[config.mk]
export PLATFORM = sky130hd
export DESIGN_NAME = ex_stage_mc_flat
export DESIGN_NICKNAME = d
export VERILOG_FILES = /design/src/rtl/ex_pkg.sv /design/src/rtl/ex_stage_mc_if.sv /design/src/rtl/ex_shifter_iter.sv /design/src/rtl/ex_stage_mc.sv /design/src/flat_wrapper.sv
export SDC_FILE = /design/constraint.sdc
export NUM_CORES = 1
export LEC_CHECK = 0
export CELL_PAD_IN_SITES_DETAIL_PLACEMENT = 0
export CELL_PAD_IN_SITES_GLOBAL_PLACEMENT = 1
export CORE_MARGIN = 8
export CORE_UTILIZATION = 44
export CTS_CLUSTER_DIAMETER = 120
export DETAILED_ROUTE_END_ITERATION = 12
export HOLD_SLACK_MARGIN = 0.03
export PLACE_DENSITY_LB_ADDON = 0.1
export SYNTH_ARGS = -nofsm -noshare
export SYNTH_HDL_FRONTEND = slang
export SYNTH_HIERARCHICAL = 1
export SYNTH_SLANG_ARGS = --single-unit
[constraint.sdc]
create_clock -name clk -period 6.87 [get_ports clk]
set_clock_uncertainty 0.1 [all_clocks]
set_input_delay 1.0305 -clock clk [delete_from_list [all_inputs] [get_ports clk]]
set_output_delay 1.0305 -clock clk [all_outputs]
set_load 0.1 [all_outputs]
[src/rtl/ex_pkg.sv]
// Shared decode constants and enumerations for the RV32I multi-cycle execute stage.
package ex_pkg;

   localparam logic [6:0] OPC_OP_IMM = 7'b0010011;
   localparam logic [6:0] OPC_OP     = 7'b0110011;

   localparam logic [2:0] F3_ADD  = 3'b000;
   localparam logic [2:0] F3_SLL  = 3'b001;
   localparam logic [2:0] F3_SLT  = 3'b010;
   localparam logic [2:0] F3_SLTU = 3'b011;
   localparam logic [2:0] F3_XOR  = 3'b100;
   localparam logic [2:0] F3_SR   = 3'b101;
   localparam logic [2:0] F3_OR   = 3'b110;
   localparam logic [2:0] F3_AND  = 3'b111;

   localparam logic [6:0] F7_BASE = 7'b0000000;
   localparam logic [6:0] F7_ALT  = 7'b0100000;

   typedef enum logic [3:0] {ADD, SUB, SLL, SLT, SLTU, XOR, SRL, SRA, OR, AND, ILL} alu_op_e;

   typedef enum logic {IDLE, SHIFT} state_e;

   function automatic logic is_shift_op(input alu_op_e op);
      return (op == SLL) || (op == SRL) || (op == SRA);
   endfunction

endpackage

[src/rtl/ex_stage_mc_if.sv]
// Decode-side and writeback-side handshake bundle of the execute stage.
interface ex_stage_mc_if #(parameter int XLEN = 32);
   logic            flush_i;
   logic            in_valid_i;
   logic            in_ready_o;
   logic [31:0]     inst_i;
   logic [31:0]     inst_addr_i;
   logic [XLEN-1:0] op1_i;
   logic [XLEN-1:0] op2_i;
   logic [4:0]      rd_addr_i;
   logic            rd_wen_i;
   logic            out_valid_o;
   logic            out_ready_i;
   logic [4:0]      rd_addr_o;
   logic [XLEN-1:0] rd_data_o;
   logic            rd_wen_o;
   logic [31:0]     inst_addr_o;
   logic            illegal_o;
   logic            busy_o;

   modport master (
      output flush_i, in_valid_i, inst_i, inst_addr_i, op1_i, op2_i, rd_addr_i, rd_wen_i, out_ready_i,
      input  in_ready_o, out_valid_o, rd_addr_o, rd_data_o, rd_wen_o, inst_addr_o, illegal_o, busy_o
   );

   modport slave (
      input  flush_i, in_valid_i, inst_i, inst_addr_i, op1_i, op2_i, rd_addr_i, rd_wen_i, out_ready_i,
      output in_ready_o, out_valid_o, rd_addr_o, rd_data_o, rd_wen_o, inst_addr_o, illegal_o, busy_o
   );
endinterface

[src/rtl/ex_shifter_iter.sv]
// Iterative shifter: moves up to SHIFT_STEP bits per cycle and holds its result
// (cnt at zero) while the output slot is still occupied.
module ex_shifter_iter
   import ex_pkg::*;
#(
   parameter int XLEN       = 32,
   parameter int SHIFT_STEP = 1
) (
   input  logic                     clk,
   input  logic                     rst,
   input  logic                     flush,
   input  logic                     start,
   input  alu_op_e                  op,
   input  logic [XLEN-1:0]          op1,
   input  logic [$clog2(XLEN)-1:0]  shamt,
   input  logic                     stall,
   output logic                     done,
   output logic                     busy,
   output logic [XLEN-1:0]          result
);
   localparam int            CW     = $clog2(XLEN);
   localparam logic [CW:0]   STEP_W = (CW+1)'(SHIFT_STEP);

   state_e          state_r;
   alu_op_e         op_r;
   logic [CW-1:0]   cnt_r;
   logic [CW-1:0]   cnt_next_s;
   logic [CW-1:0]   amt_s;
   logic [XLEN-1:0] work_r;
   logic [XLEN-1:0] work_next_s;
   logic            busy_r;

   // One step: shift by min(cnt, SHIFT_STEP); at cnt==0 the work value is frozen.
   always_comb begin
      if ({1'b0, cnt_r} > STEP_W) begin
         amt_s = STEP_W[CW-1:0];
      end else begin
         amt_s = cnt_r;
      end
      cnt_next_s = cnt_r - amt_s;
      case (op_r)
         SLL:     work_next_s = work_r << amt_s;
         SRL:     work_next_s = work_r >> amt_s;
         SRA:     work_next_s = $signed(work_r) >>> amt_s;
         default: work_next_s = work_r;
      endcase
   end

   assign done   = (state_r == SHIFT) && (cnt_next_s == {CW{1'b0}}) && !stall && !flush;
   assign busy   = busy_r;
   assign result = work_next_s;

   // Shift FSM with work/count registers; flush abandons an operation in progress.
   always_ff @(posedge clk or posedge rst) begin
      if (rst) begin
         state_r <= IDLE;
         op_r    <= ADD;
         cnt_r   <= {CW{1'b0}};
         work_r  <= {XLEN{1'b0}};
         busy_r  <= 1'b0;
      end else if (flush) begin
         state_r <= IDLE;
         cnt_r   <= {CW{1'b0}};
         work_r  <= {XLEN{1'b0}};
         busy_r  <= 1'b0;
      end else begin
         case (state_r)
            IDLE: begin
               if (start) begin
                  state_r <= SHIFT;
                  op_r    <= op;
                  cnt_r   <= shamt;
                  work_r  <= op1;
                  busy_r  <= 1'b1;
               end
            end
            SHIFT: begin
               work_r <= work_next_s;
               cnt_r  <= cnt_next_s;
               if ((cnt_next_s == {CW{1'b0}}) && !stall) begin
                  state_r <= IDLE;
                  busy_r  <= 1'b0;
               end
            end
            default: begin
               state_r <= IDLE;
               busy_r  <= 1'b0;
            end
         endcase
      end
   end
endmodule

[src/rtl/ex_stage_mc.sv]
// RV32I OP/OP-IMM execute stage: single-cycle ALU for most operations, iterative
// shifter for non-zero shifts, one registered result slot toward writeback.
module ex_stage_mc
   import ex_pkg::*;
#(
   parameter int XLEN       = 32,
   parameter int SHIFT_STEP = 1
) (
   input logic          clk,
   input logic          rst,
   ex_stage_mc_if.slave bus
);
   localparam int CW = $clog2(XLEN);

   function automatic alu_op_e decode_op(input logic [31:0] inst);
      alu_op_e op;
      op = ILL;
      case (inst[6:0])
         OPC_OP_IMM: begin
            case (inst[14:12])
               F3_ADD:  op = ADD;
               F3_SLT:  op = SLT;
               F3_SLTU: op = SLTU;
               F3_XOR:  op = XOR;
               F3_OR:   op = OR;
               F3_AND:  op = AND;
               F3_SLL:  op = (inst[31:26] == 6'b000000) ? SLL : ILL;
               F3_SR:   op = ({inst[31], inst[29:26]} == 5'b00000) ? (inst[30] ? SRA : SRL) : ILL;
               default: op = ILL;
            endcase
         end
         OPC_OP: begin
            case (inst[31:25])
               F7_BASE: begin
                  case (inst[14:12])
                     F3_ADD:  op = ADD;
                     F3_SLL:  op = SLL;
                     F3_SLT:  op = SLT;
                     F3_SLTU: op = SLTU;
                     F3_XOR:  op = XOR;
                     F3_SR:   op = SRL;
                     F3_OR:   op = OR;
                     F3_AND:  op = AND;
                     default: op = ILL;
                  endcase
               end
               F7_ALT: begin
                  case (inst[14:12])
                     F3_ADD:  op = SUB;
                     F3_SR:   op = SRA;
                     default: op = ILL;
                  endcase
               end
               default: op = ILL;
            endcase
         end
         default: op = ILL;
      endcase
      return op;
   endfunction

   alu_op_e         op_s;
   logic            legal_s;
   logic [CW-1:0]   shamt_s;
   logic            slot_free_s;
   logic            in_ready_s;
   logic            accept_s;
   logic            start_s;
   logic            wen_s;
   logic [XLEN-1:0] alu_s;
   logic            sh_done_s;
   logic            sh_busy_s;
   logic [XLEN-1:0] sh_result_s;
   logic            unused_s;

   logic            out_valid_r;
   logic [4:0]      rd_addr_r;
   logic [XLEN-1:0] rd_data_r;
   logic            rd_wen_r;
   logic [31:0]     inst_addr_r;
   logic            illegal_r;
   logic [4:0]      meta_rd_r;
   logic            meta_wen_r;
   logic [31:0]     meta_addr_r;

   assign op_s        = decode_op(bus.inst_i);
   assign legal_s     = (op_s != ILL);
   assign shamt_s     = bus.op2_i[CW-1:0];
   assign slot_free_s = !out_valid_r || bus.out_ready_i;
   assign in_ready_s  = !sh_busy_s && !bus.flush_i && slot_free_s;
   assign accept_s    = bus.in_valid_i && in_ready_s;
   assign start_s     = accept_s && is_shift_op(op_s) && (shamt_s != {CW{1'b0}});
   assign wen_s       = bus.rd_wen_i && legal_s && (bus.rd_addr_i != 5'd0);
   assign unused_s    = ^{bus.inst_i[24:15], bus.inst_i[11:7]};

   // Single-cycle ALU; a zero-amount shift passes op1 through unchanged.
   always_comb begin
      case (op_s)
         ADD:     alu_s = bus.op1_i + bus.op2_i;
         SUB:     alu_s = bus.op1_i - bus.op2_i;
         SLT:     alu_s = {{(XLEN-1){1'b0}}, ($signed(bus.op1_i) < $signed(bus.op2_i))};
         SLTU:    alu_s = {{(XLEN-1){1'b0}}, (bus.op1_i < bus.op2_i)};
         XOR:     alu_s = bus.op1_i ^ bus.op2_i;
         OR:      alu_s = bus.op1_i | bus.op2_i;
         AND:     alu_s = bus.op1_i & bus.op2_i;
         SLL:     alu_s = bus.op1_i;
         SRL:     alu_s = bus.op1_i;
         SRA:     alu_s = bus.op1_i;
         default: alu_s = {XLEN{1'b0}};
      endcase
   end

   ex_shifter_iter #(.XLEN(XLEN), .SHIFT_STEP(SHIFT_STEP)) u_shifter (
      .clk    (clk),
      .rst    (rst),
      .flush  (bus.flush_i),
      .start  (start_s),
      .op     (op_s),
      .op1    (bus.op1_i),
      .shamt  (shamt_s),
      .stall  (!slot_free_s),
      .done   (sh_done_s),
      .busy   (sh_busy_s),
      .result (sh_result_s)
   );

   // Destination metadata captured at shift start, replayed when the shifter finishes.
   always_ff @(posedge clk or posedge rst) begin
      if (rst) begin
         meta_rd_r   <= 5'd0;
         meta_wen_r  <= 1'b0;
         meta_addr_r <= 32'd0;
      end else if (start_s) begin
         meta_rd_r   <= bus.rd_addr_i;
         meta_wen_r  <= wen_s;
         meta_addr_r <= bus.inst_addr_i;
      end
   end

   // Output slot: flush wins, then shifter completion, then direct completion, then drain.
   always_ff @(posedge clk or posedge rst) begin
      if (rst) begin
         out_valid_r <= 1'b0;
         rd_addr_r   <= 5'd0;
         rd_data_r   <= {XLEN{1'b0}};
         rd_wen_r    <= 1'b0;
         inst_addr_r <= 32'd0;
         illegal_r   <= 1'b0;
      end else if (bus.flush_i) begin
         out_valid_r <= 1'b0;
      end else if (sh_done_s) begin
         out_valid_r <= 1'b1;
         rd_addr_r   <= meta_rd_r;
         rd_data_r   <= sh_result_s;
         rd_wen_r    <= meta_wen_r;
         inst_addr_r <= meta_addr_r;
         illegal_r   <= 1'b0;
      end else if (accept_s && !start_s) begin
         out_valid_r <= 1'b1;
         rd_addr_r   <= legal_s ? bus.rd_addr_i : 5'd0;
         rd_data_r   <= legal_s ? alu_s : {XLEN{1'b0}};
         rd_wen_r    <= wen_s;
         inst_addr_r <= bus.inst_addr_i;
         illegal_r   <= !legal_s;
      end else if (bus.out_ready_i) begin
         out_valid_r <= 1'b0;
      end
   end

   assign bus.in_ready_o  = in_ready_s;
   assign bus.out_valid_o = out_valid_r;
   assign bus.rd_addr_o   = rd_addr_r;
   assign bus.rd_data_o   = rd_data_r;
   assign bus.rd_wen_o    = rd_wen_r;
   assign bus.inst_addr_o = inst_addr_r;
   assign bus.illegal_o   = illegal_r;
   assign bus.busy_o      = sh_busy_s;
endmodule

[src/flat_wrapper.sv]
// flat-port wrapper written by rule: the top's interface ports become plain ports
module ex_stage_mc_flat import ex_pkg::*;
#(
   parameter int XLEN       = 32,
   parameter int SHIFT_STEP = 1
)
  (clk, rst, bus_flush_i, bus_in_valid_i, bus_inst_i, bus_inst_addr_i, bus_op1_i, bus_op2_i, bus_rd_addr_i, bus_rd_wen_i, bus_out_ready_i, bus_in_ready_o, bus_out_valid_o, bus_rd_addr_o, bus_rd_data_o, bus_rd_wen_o, bus_inst_addr_o, bus_illegal_o, bus_busy_o);
  ex_stage_mc_if #(.XLEN(XLEN)) bus_i ();
  input logic clk;
  input logic rst;
  input wire logic [$bits(bus_i.flush_i)-1:0] bus_flush_i;
  input wire logic [$bits(bus_i.in_valid_i)-1:0] bus_in_valid_i;
  input wire logic [$bits(bus_i.inst_i)-1:0] bus_inst_i;
  input wire logic [$bits(bus_i.inst_addr_i)-1:0] bus_inst_addr_i;
  input wire logic [$bits(bus_i.op1_i)-1:0] bus_op1_i;
  input wire logic [$bits(bus_i.op2_i)-1:0] bus_op2_i;
  input wire logic [$bits(bus_i.rd_addr_i)-1:0] bus_rd_addr_i;
  input wire logic [$bits(bus_i.rd_wen_i)-1:0] bus_rd_wen_i;
  input wire logic [$bits(bus_i.out_ready_i)-1:0] bus_out_ready_i;
  output wire logic [$bits(bus_i.in_ready_o)-1:0] bus_in_ready_o;
  output wire logic [$bits(bus_i.out_valid_o)-1:0] bus_out_valid_o;
  output wire logic [$bits(bus_i.rd_addr_o)-1:0] bus_rd_addr_o;
  output wire logic [$bits(bus_i.rd_data_o)-1:0] bus_rd_data_o;
  output wire logic [$bits(bus_i.rd_wen_o)-1:0] bus_rd_wen_o;
  output wire logic [$bits(bus_i.inst_addr_o)-1:0] bus_inst_addr_o;
  output wire logic [$bits(bus_i.illegal_o)-1:0] bus_illegal_o;
  output wire logic [$bits(bus_i.busy_o)-1:0] bus_busy_o;
  assign bus_i.flush_i = bus_flush_i;
  assign bus_i.in_valid_i = bus_in_valid_i;
  assign bus_i.inst_i = bus_inst_i;
  assign bus_i.inst_addr_i = bus_inst_addr_i;
  assign bus_i.op1_i = bus_op1_i;
  assign bus_i.op2_i = bus_op2_i;
  assign bus_i.rd_addr_i = bus_rd_addr_i;
  assign bus_i.rd_wen_i = bus_rd_wen_i;
  assign bus_i.out_ready_i = bus_out_ready_i;
  assign bus_in_ready_o = bus_i.in_ready_o;
  assign bus_out_valid_o = bus_i.out_valid_o;
  assign bus_rd_addr_o = bus_i.rd_addr_o;
  assign bus_rd_data_o = bus_i.rd_data_o;
  assign bus_rd_wen_o = bus_i.rd_wen_o;
  assign bus_inst_addr_o = bus_i.inst_addr_o;
  assign bus_illegal_o = bus_i.illegal_o;
  assign bus_busy_o = bus_i.busy_o;
  ex_stage_mc #(.XLEN(XLEN), .SHIFT_STEP(SHIFT_STEP)) u_core (.clk(clk), .rst(rst), .bus(bus_i));
endmodule
Word level (Yosys, flattened, before mapping)
Memories as Yosys holds them, arrays and structs flattened.
Index checks and enable logic that the tools add are counted.
- flip-flop bits (word level): 153
- ROM bits: 32
- logic and storage cells: 128
- memories kept: 1
- memory list (name ; words ; width ; read ports ; clocked after Yosys merged registers in ; write ports ; RTL line ; text):
    (name not given) ; 8 ; 4 ; 1 ; 0 ; 0 ; ex_stage_mc.sv:35 ; case (inst[14:12])
- $add $sub $neg: 3
- order comparisons: 3
- eq/ne operators: 25
- shifts and indexed selects: 3
- mux-type cells: 40
- bitwise operators: 5
- reduce and logical (&&, ||, !) cells: 34
- operators with widths (operator ; number):
    $pmux 32 s8 ; 1
    $mux 32 ; 7
    $pmux 32 s3 ; 1
    $lt 32x32->1 ; 2
    $pmux 32 s2 ; 1
    $add 32x32->32 ; 1
    $and 32x32->32 ; 1
    $or 32x32->32 ; 1
    $pmux 4 s8 ; 1
    $shl 32x5->32 ; 1
    $shr 32x5->32 ; 1
    $sshr 32x5->32 ; 1
    $sub 32x32->32 ; 1
    $xor 32x32->32 ; 1
    $mux 5 ; 6
    $eq 4x3->1 const B ; 6
    $pmux 4 s2 ; 3
    $mux 1 ; 15
    $eq 7x6->1 const B ; 2
    $eq 3x3->1 const B ; 4
    $eq 4x2->1 const B ; 3
    $logic_and 1x1->1 ; 12
    $logic_not 5->1 ; 2
    $pmux 5 s2 ; 1
    24 further kinds ; 38

Depth between registers and ports, before layout
- depth in word-level cells: 14
- mapped depth: 19
- depth with buffers taken out: 14

Modules after synthesis
The synthesis kept the hierarchy.
- modules (own cells, without submodules) (module ; instances ; cells an instance ; area each (sq um)):
    ex_stage_mc ; 1 ; 1288 ; 10377.5
    ex_shifter_iter ; 1 ; 361 ; 3110.5

Worst setup path after synthesis
OpenSTA, ideal clock, no wires.
- path kind: input -> register
- from: input bus_out_ready_i
- to: register u_core.u_shifter.work_r[14]
- setup time: 0.123 ns
- arrival time: 5.013 ns
- required time: 6.647 ns
- slack: 1.635 ns
- stages: 11
- cells stage by stage: nand2b_1 -> inv_1 -> nor3_1 -> and4b_1 -> buf_4 -> buf_6 -> buf_2 -> buf_2 -> mux2i_1 -> a21oi_1 -> o221a_2
- word-level cells in the longest chain between the ends: 6
- RTL lines (element ; RTL line ; text):
    start, declared ; flat_wrapper.sv:19 ; input wire logic [$bits(bus_i.out_ready_i)-1:0] bus_out_ready_i;
    $logic_or 1x1->1 ; ex_stage_mc.sv:89 ; assign slot_free_s = !out_valid_r || bus.out_ready_i;
    $logic_and 1x1->1 ; ex_stage_mc.sv:90 ; assign in_ready_s = !sh_busy_s && !bus.flush_i && slot_free_s;
    via bus_in_ready_o ; flat_wrapper.sv:20 ; output wire logic [$bits(bus_i.in_ready_o)-1:0] bus_in_ready_o;
    $logic_and 1x1->1 ; ex_stage_mc.sv:91 ; assign accept_s = bus.in_valid_i && in_ready_s;
    $logic_and 1x1->1 (2 in series) ; ex_stage_mc.sv:92 ; assign start_s = accept_s && is_shift_op(op_s) && (shamt_s != {CW{1'b0}});
    via u_core.start_s ; ex_stage_mc.sv:68 ; logic start_s;
    $ne 3x2->1 (no line) ; n/a ;
    end signal, assigned ; ex_shifter_iter.sv:64 ; work_r <= {XLEN{1'b0}};
    end signal, assigned ; ex_shifter_iter.sv:73 ; work_r <= op1;
    end signal, assigned ; ex_shifter_iter.sv:78 ; work_r <= work_next_s;
    end, declared ; ex_shifter_iter.sv:29 ; logic [XLEN-1:0] work_r;
The timed path passes the listed nets, and every way through them passes these cells.
A chain may end at the register's enable or synchronous reset.

Worst setup path after layout
- from: input bus_inst_i[13]
- to: register u_core.rd_data_r[23], in the netlist u_core/bus.rd_data_o[23]
- word-level cells in the longest chain between the ends: 13
- elaborated cells on any way between the ends: 37
- classes of those cells: eq/ne: 17; mux: 8; reduce/logical: 11; memory: 1
- RTL lines (element ; RTL line ; text):
    start, declared ; flat_wrapper.sv:13 ; input wire logic [$bits(bus_i.inst_i)-1:0] bus_inst_i;
    $eq 3x3->1 or $logic_not 3->1 (tied branches) ; ex_stage_mc.sv:20, ex_stage_mc.sv:48 ;
    $pmux 4 s2 ; ex_stage_mc.sv:48 ; case (inst[14:12])
    $pmux 4 s2 ; ex_stage_mc.sv:33 ; case (inst[31:25])
    $pmux 4 s2 (*) ; ex_stage_mc.sv:18 ; case (inst[6:0])
    branches (longest 9 deep; another with $pmux 32 s8) ; n/a ;
    end signal, assigned ; ex_stage_mc.sv:145 ; rd_data_r <= {XLEN{1'b0}};
    end signal, assigned ; ex_stage_mc.sv:154 ; rd_data_r <= sh_result_s;
    end signal, assigned ; ex_stage_mc.sv:161 ; rd_data_r <= legal_s ? alu_s : {XLEN{1'b0}};
    end, declared ; ex_stage_mc.sv:78 ; logic [XLEN-1:0] rd_data_r;
Mark *: on every way between the ends. The select of a mux whose other input is x is not followed.

==> metrics.md <==
| Metric | Value |
|---|---|
| Seq. cell area | `about 3800 µm²` |
| Synthesis-stage register bit count | `approximately 150` |
| Yosys cell types | `96` |
| Global-route usage over all layers | `0.264` |
| Total die area | `36,500 µm²` |
| Run status | `finished, final reports clean` |
| Post-Synth Simple-Gate Area | `0.163` |
| Xor and xnor area share after synthesis | `0.0123` |
| Crit path max fanout | `19` |
| Multi-input combinational cell area | `roughly 8700 µm²` |
| HPWL after DPL | `roughly 36,000 µm` |
| Adder-Cell Fraction of Synth Area | `0.0976` |
| Die height | `191 µm` |
| Critical Path End Type | `flip-flop` |
| Min cycle time layout | `approximately 5.2 ns` |
| Pwr/cell area | `187 nW/µm²` |
| Mean Syn Cell Area | `8.18 µm²` |
| Initial Utilization | `0.443` |
| Share of the synthesized area in the top cell type | `0.284` |
| Fmax achieved | `191 MHz` |
| Post-CTS setup buffer count | `0` |
| Gp weighted congestion | `0.937` |
| YS warnings | `6` |
| Overall Power | `between 3 and 4 mW` |
| Hold slack | `0.378 ns` |
| Max Buffers Root-to-Sink | `2` |
| Unrepaired setup endpoints after global routing | `no` |
| Final worst path period share | `0.764` |
| CP Launch Point | `bus_inst_i[13]` |
| Worst Path Arrival | `approximately 5.5 ns` |
| Routed vias/inst | `6.13` |
| Worst-skew pair later-pin latency | `0.45 ns` |
| Placed cell areas | `15,600 µm²` |
| Critical path class | `input port to flip-flop` |
| Ant. Diodes | `0` |
| Largest net degree at the start of global routing | `76` |
| Initial antenna violation count | `0` |
| Post-Place Setup Slack | `1.27 ns` |
| Mux contribution to synthesized area | `0.0825` |
| Gr ovfl total | `0` |
| Via count | `roughly 13k` |
| Finished Core Util | `0.533` |
| Max-cap violations | `0` |
| First-pass GRT wire length | `75,500 µm` |
| Main combinational cell family by area after synthesis | `compound AO/OA/AOI/OAI gates` |
| Rows | `64` |
| Reg clk slew, reported paths | `roughly 0.070 ns` |
| Remaining DRCs | `0` |
| Async SR Flop Fraction | `1.00` |
| Drt total wl | `49,500 µm` |
| Worst Path Required | `a little over 7 ns` |
| Leakage | `6.91 nW` |
| Share of cells above drive strength 1 | `0.0781` |
| Synth area leaders | `dfrtp_1, ha_1, a21oi_1` |
| Post-synth EDFFs | `0` |
| Slew headroom | `0.222` |
| # placed instances | `2,144` |
| Final hold viol count | `0` |
| Syn Nets | `1,892` |
| DIE WIDTH | `191 µm` |
| Area delta synth->final | `20.3%` |
| # IOs | `213` |
| Clock sink count | `153` |
| Leading cell type in the layout, fill and taps excluded | `clkdlybuf4s50_1` |
| Vias in the first global route | `around 13k` |
| Post-synthesis sequential area ratio | `0.284` |
| Final ANT Viol Nets | `0` |
| Synth Area in Compound Gates | `0.285` |
| Root buffer cell | `clkbuf_16` |
| Worst Hold Launch | `u_core/bus.rd_addr_o[3]$_DFFE_PP0P_` |
| Fin cells | `approximately 2.2k` |
| Least-Margin Pin Slew | `around 1.2 ns` |
| Cells after Synth | `1,649` |
| TritonCTS clock tree | `built` |
| Final setup viols | `0` |
| CP startpoint kind | `input port` |
| Commonest cells after routing, fill and taps aside | `clkdlybuf4s50_1, a21oi_1, dfrtp_1, nand2_1, nor2_1` |
| Setup WS post-layout | `1.62 ns` |
| HP Class | `flip-flop to flip-flop` |
| Drt wl/cell | `22.8 µm` |
| Post-synthesis cell area | `13,500 µm²` |
| DR pass1 iterations | `5` |
| H-tree levels | `4` |
| Drt initial violations | `around 1.5k` |
| Pins over their slew limit | `0` |
| VDD IR max | `0.162 mV` |
| Setup TNS | `0 ns` |
| RR Startpoint | `u_core/u_shifter/cnt_r[4]$_DFFE_PP0P_` |
| I/O Buffers | `197` |
| Nets | `2,010` |
| Total CTS buffers | `17` |
| Largest area contributor in the netlist | `dfrtp_1` |
| Cts repair resizes | `0` |
| Post-route cell area | `16,200 µm²` |
| Core area | `a little over 30,000 µm²` |
| Hold_buf cts | `0` |
| FILL cells | `2,908` |
| Top FF cell, synth | `dfrtp_1` |
cells in the mapped netlist (12+ instances only):
cell type  number
clkbuf_1       64
o21bai_1       16
nor3_1         40
mux2i_1        65
a221oi_1       19
o31ai_1        15
a21oi_1       165
a211oi_1       18
o22ai_1        16
inv_1         112
mux2_2         33
nand2_1       143
xnor2_1        15
o21ai_0       114
nor2b_1        15
a21o_1         12
dfrtp_1       153
nand2b_1       12
nor2_1        141
ha_1          102
a31oi_1        20
buf_2          40
o22a_1         18
nand3_1        29
a22oi_1        15
o211ai_1       14
final timing paths:
check / slack (ns) / depth (start not counted) / endpoint
max: 1.62 / 12 / u_core/bus.rd_data_o[23]$_DFFE_PP0P_
min: 0.38 / 2 / u_core/bus.rd_addr_o[3]$_DFFE_PP0P_
max reg2reg: 2.60 / 13 / u_core/bus.rd_data_o[26]$_DFFE_PP0P_
min reg2reg: 0.38 / 2 / u_core/bus.rd_addr_o[3]$_DFFE_PP0P_
max in group asynchronous: 4.40 / 3 / u_core/meta_addr_r[27]$_DFFE_PP0P_
min in group asynchronous: 0.98 / 2 / u_core/bus.rd_data_o[17]$_DFFE_PP0P_
where the power goes:
part           switching, mW  total [mW]  internal, mW
Sequential            0.0345       0.996         0.961
Clock                  0.417       0.968         0.551
Combinational          0.748        1.06         0.316
Total                   1.20        3.03          1.83
area by class of cell:
type                            count  share of cell area
Sequential cell                   153               0.236
Inverter                          115              0.0269
Multi-Input combinational cell   1256               0.535
Clock buffer                       21              0.0278
Clock inverter                     11             0.00833
Tap cell                          396              0.0305
Timing Repair Buffer              224               0.135
cell families after synthesis:
group                    count (synthesis)
flip-flops                             153
XOR/XNOR                                19
multiplexers                           106
AO/OA/AOI/OAI                          567
AND/OR/NAND/NOR                        460
buffers and inverters                  240
adder cells (fa/ha/maj)                104
layer usage:
metal	global-route usage	wire [µm]	vias to the layer above
met5	0	0	-
met3	0.0556	4260	64
met1	0.374	22400	6456
li1	-	-	6227
met4	0.0666	804	0
met2	0.402	22000	598
critical path, cell delays in order:
cell	delay (ns)
clkdlybuf4s50_1	0.56
inv_1	0.11
ha_1	0.25
nor4b_1	0.49
nor3_1	0.17
a22o_1	0.29
nor2_2	0.31
inv_2	0.22
a21oi_2	0.96
nand2_1	0.59
a41o_1	0.44
nand3_1	0.10
state kept, by name, summed over array words and instances (netlist names):
| register | flops |
|---|---|
| u_core/bus.inst_addr_o | 32 |
| u_core/u_shifter/busy | 1 |
| u_core/bus.out_valid_o | 1 |
| u_core/u_shifter/op_r | 4 |
| u_core/meta_rd_r | 5 |
| u_core/meta_wen_r | 1 |
| u_core/bus.rd_addr_o | 5 |
| u_core/bus.illegal_o | 1 |
| u_core/bus.rd_wen_o | 1 |
| u_core/u_shifter/work_r | 32 |
| u_core/u_shifter/cnt_r | 5 |
| u_core/bus.rd_data_o | 32 |
| u_core/u_shifter/state_r | 1 |
| u_core/meta_addr_r | 32 |
(Power assumes the default switching activity.)
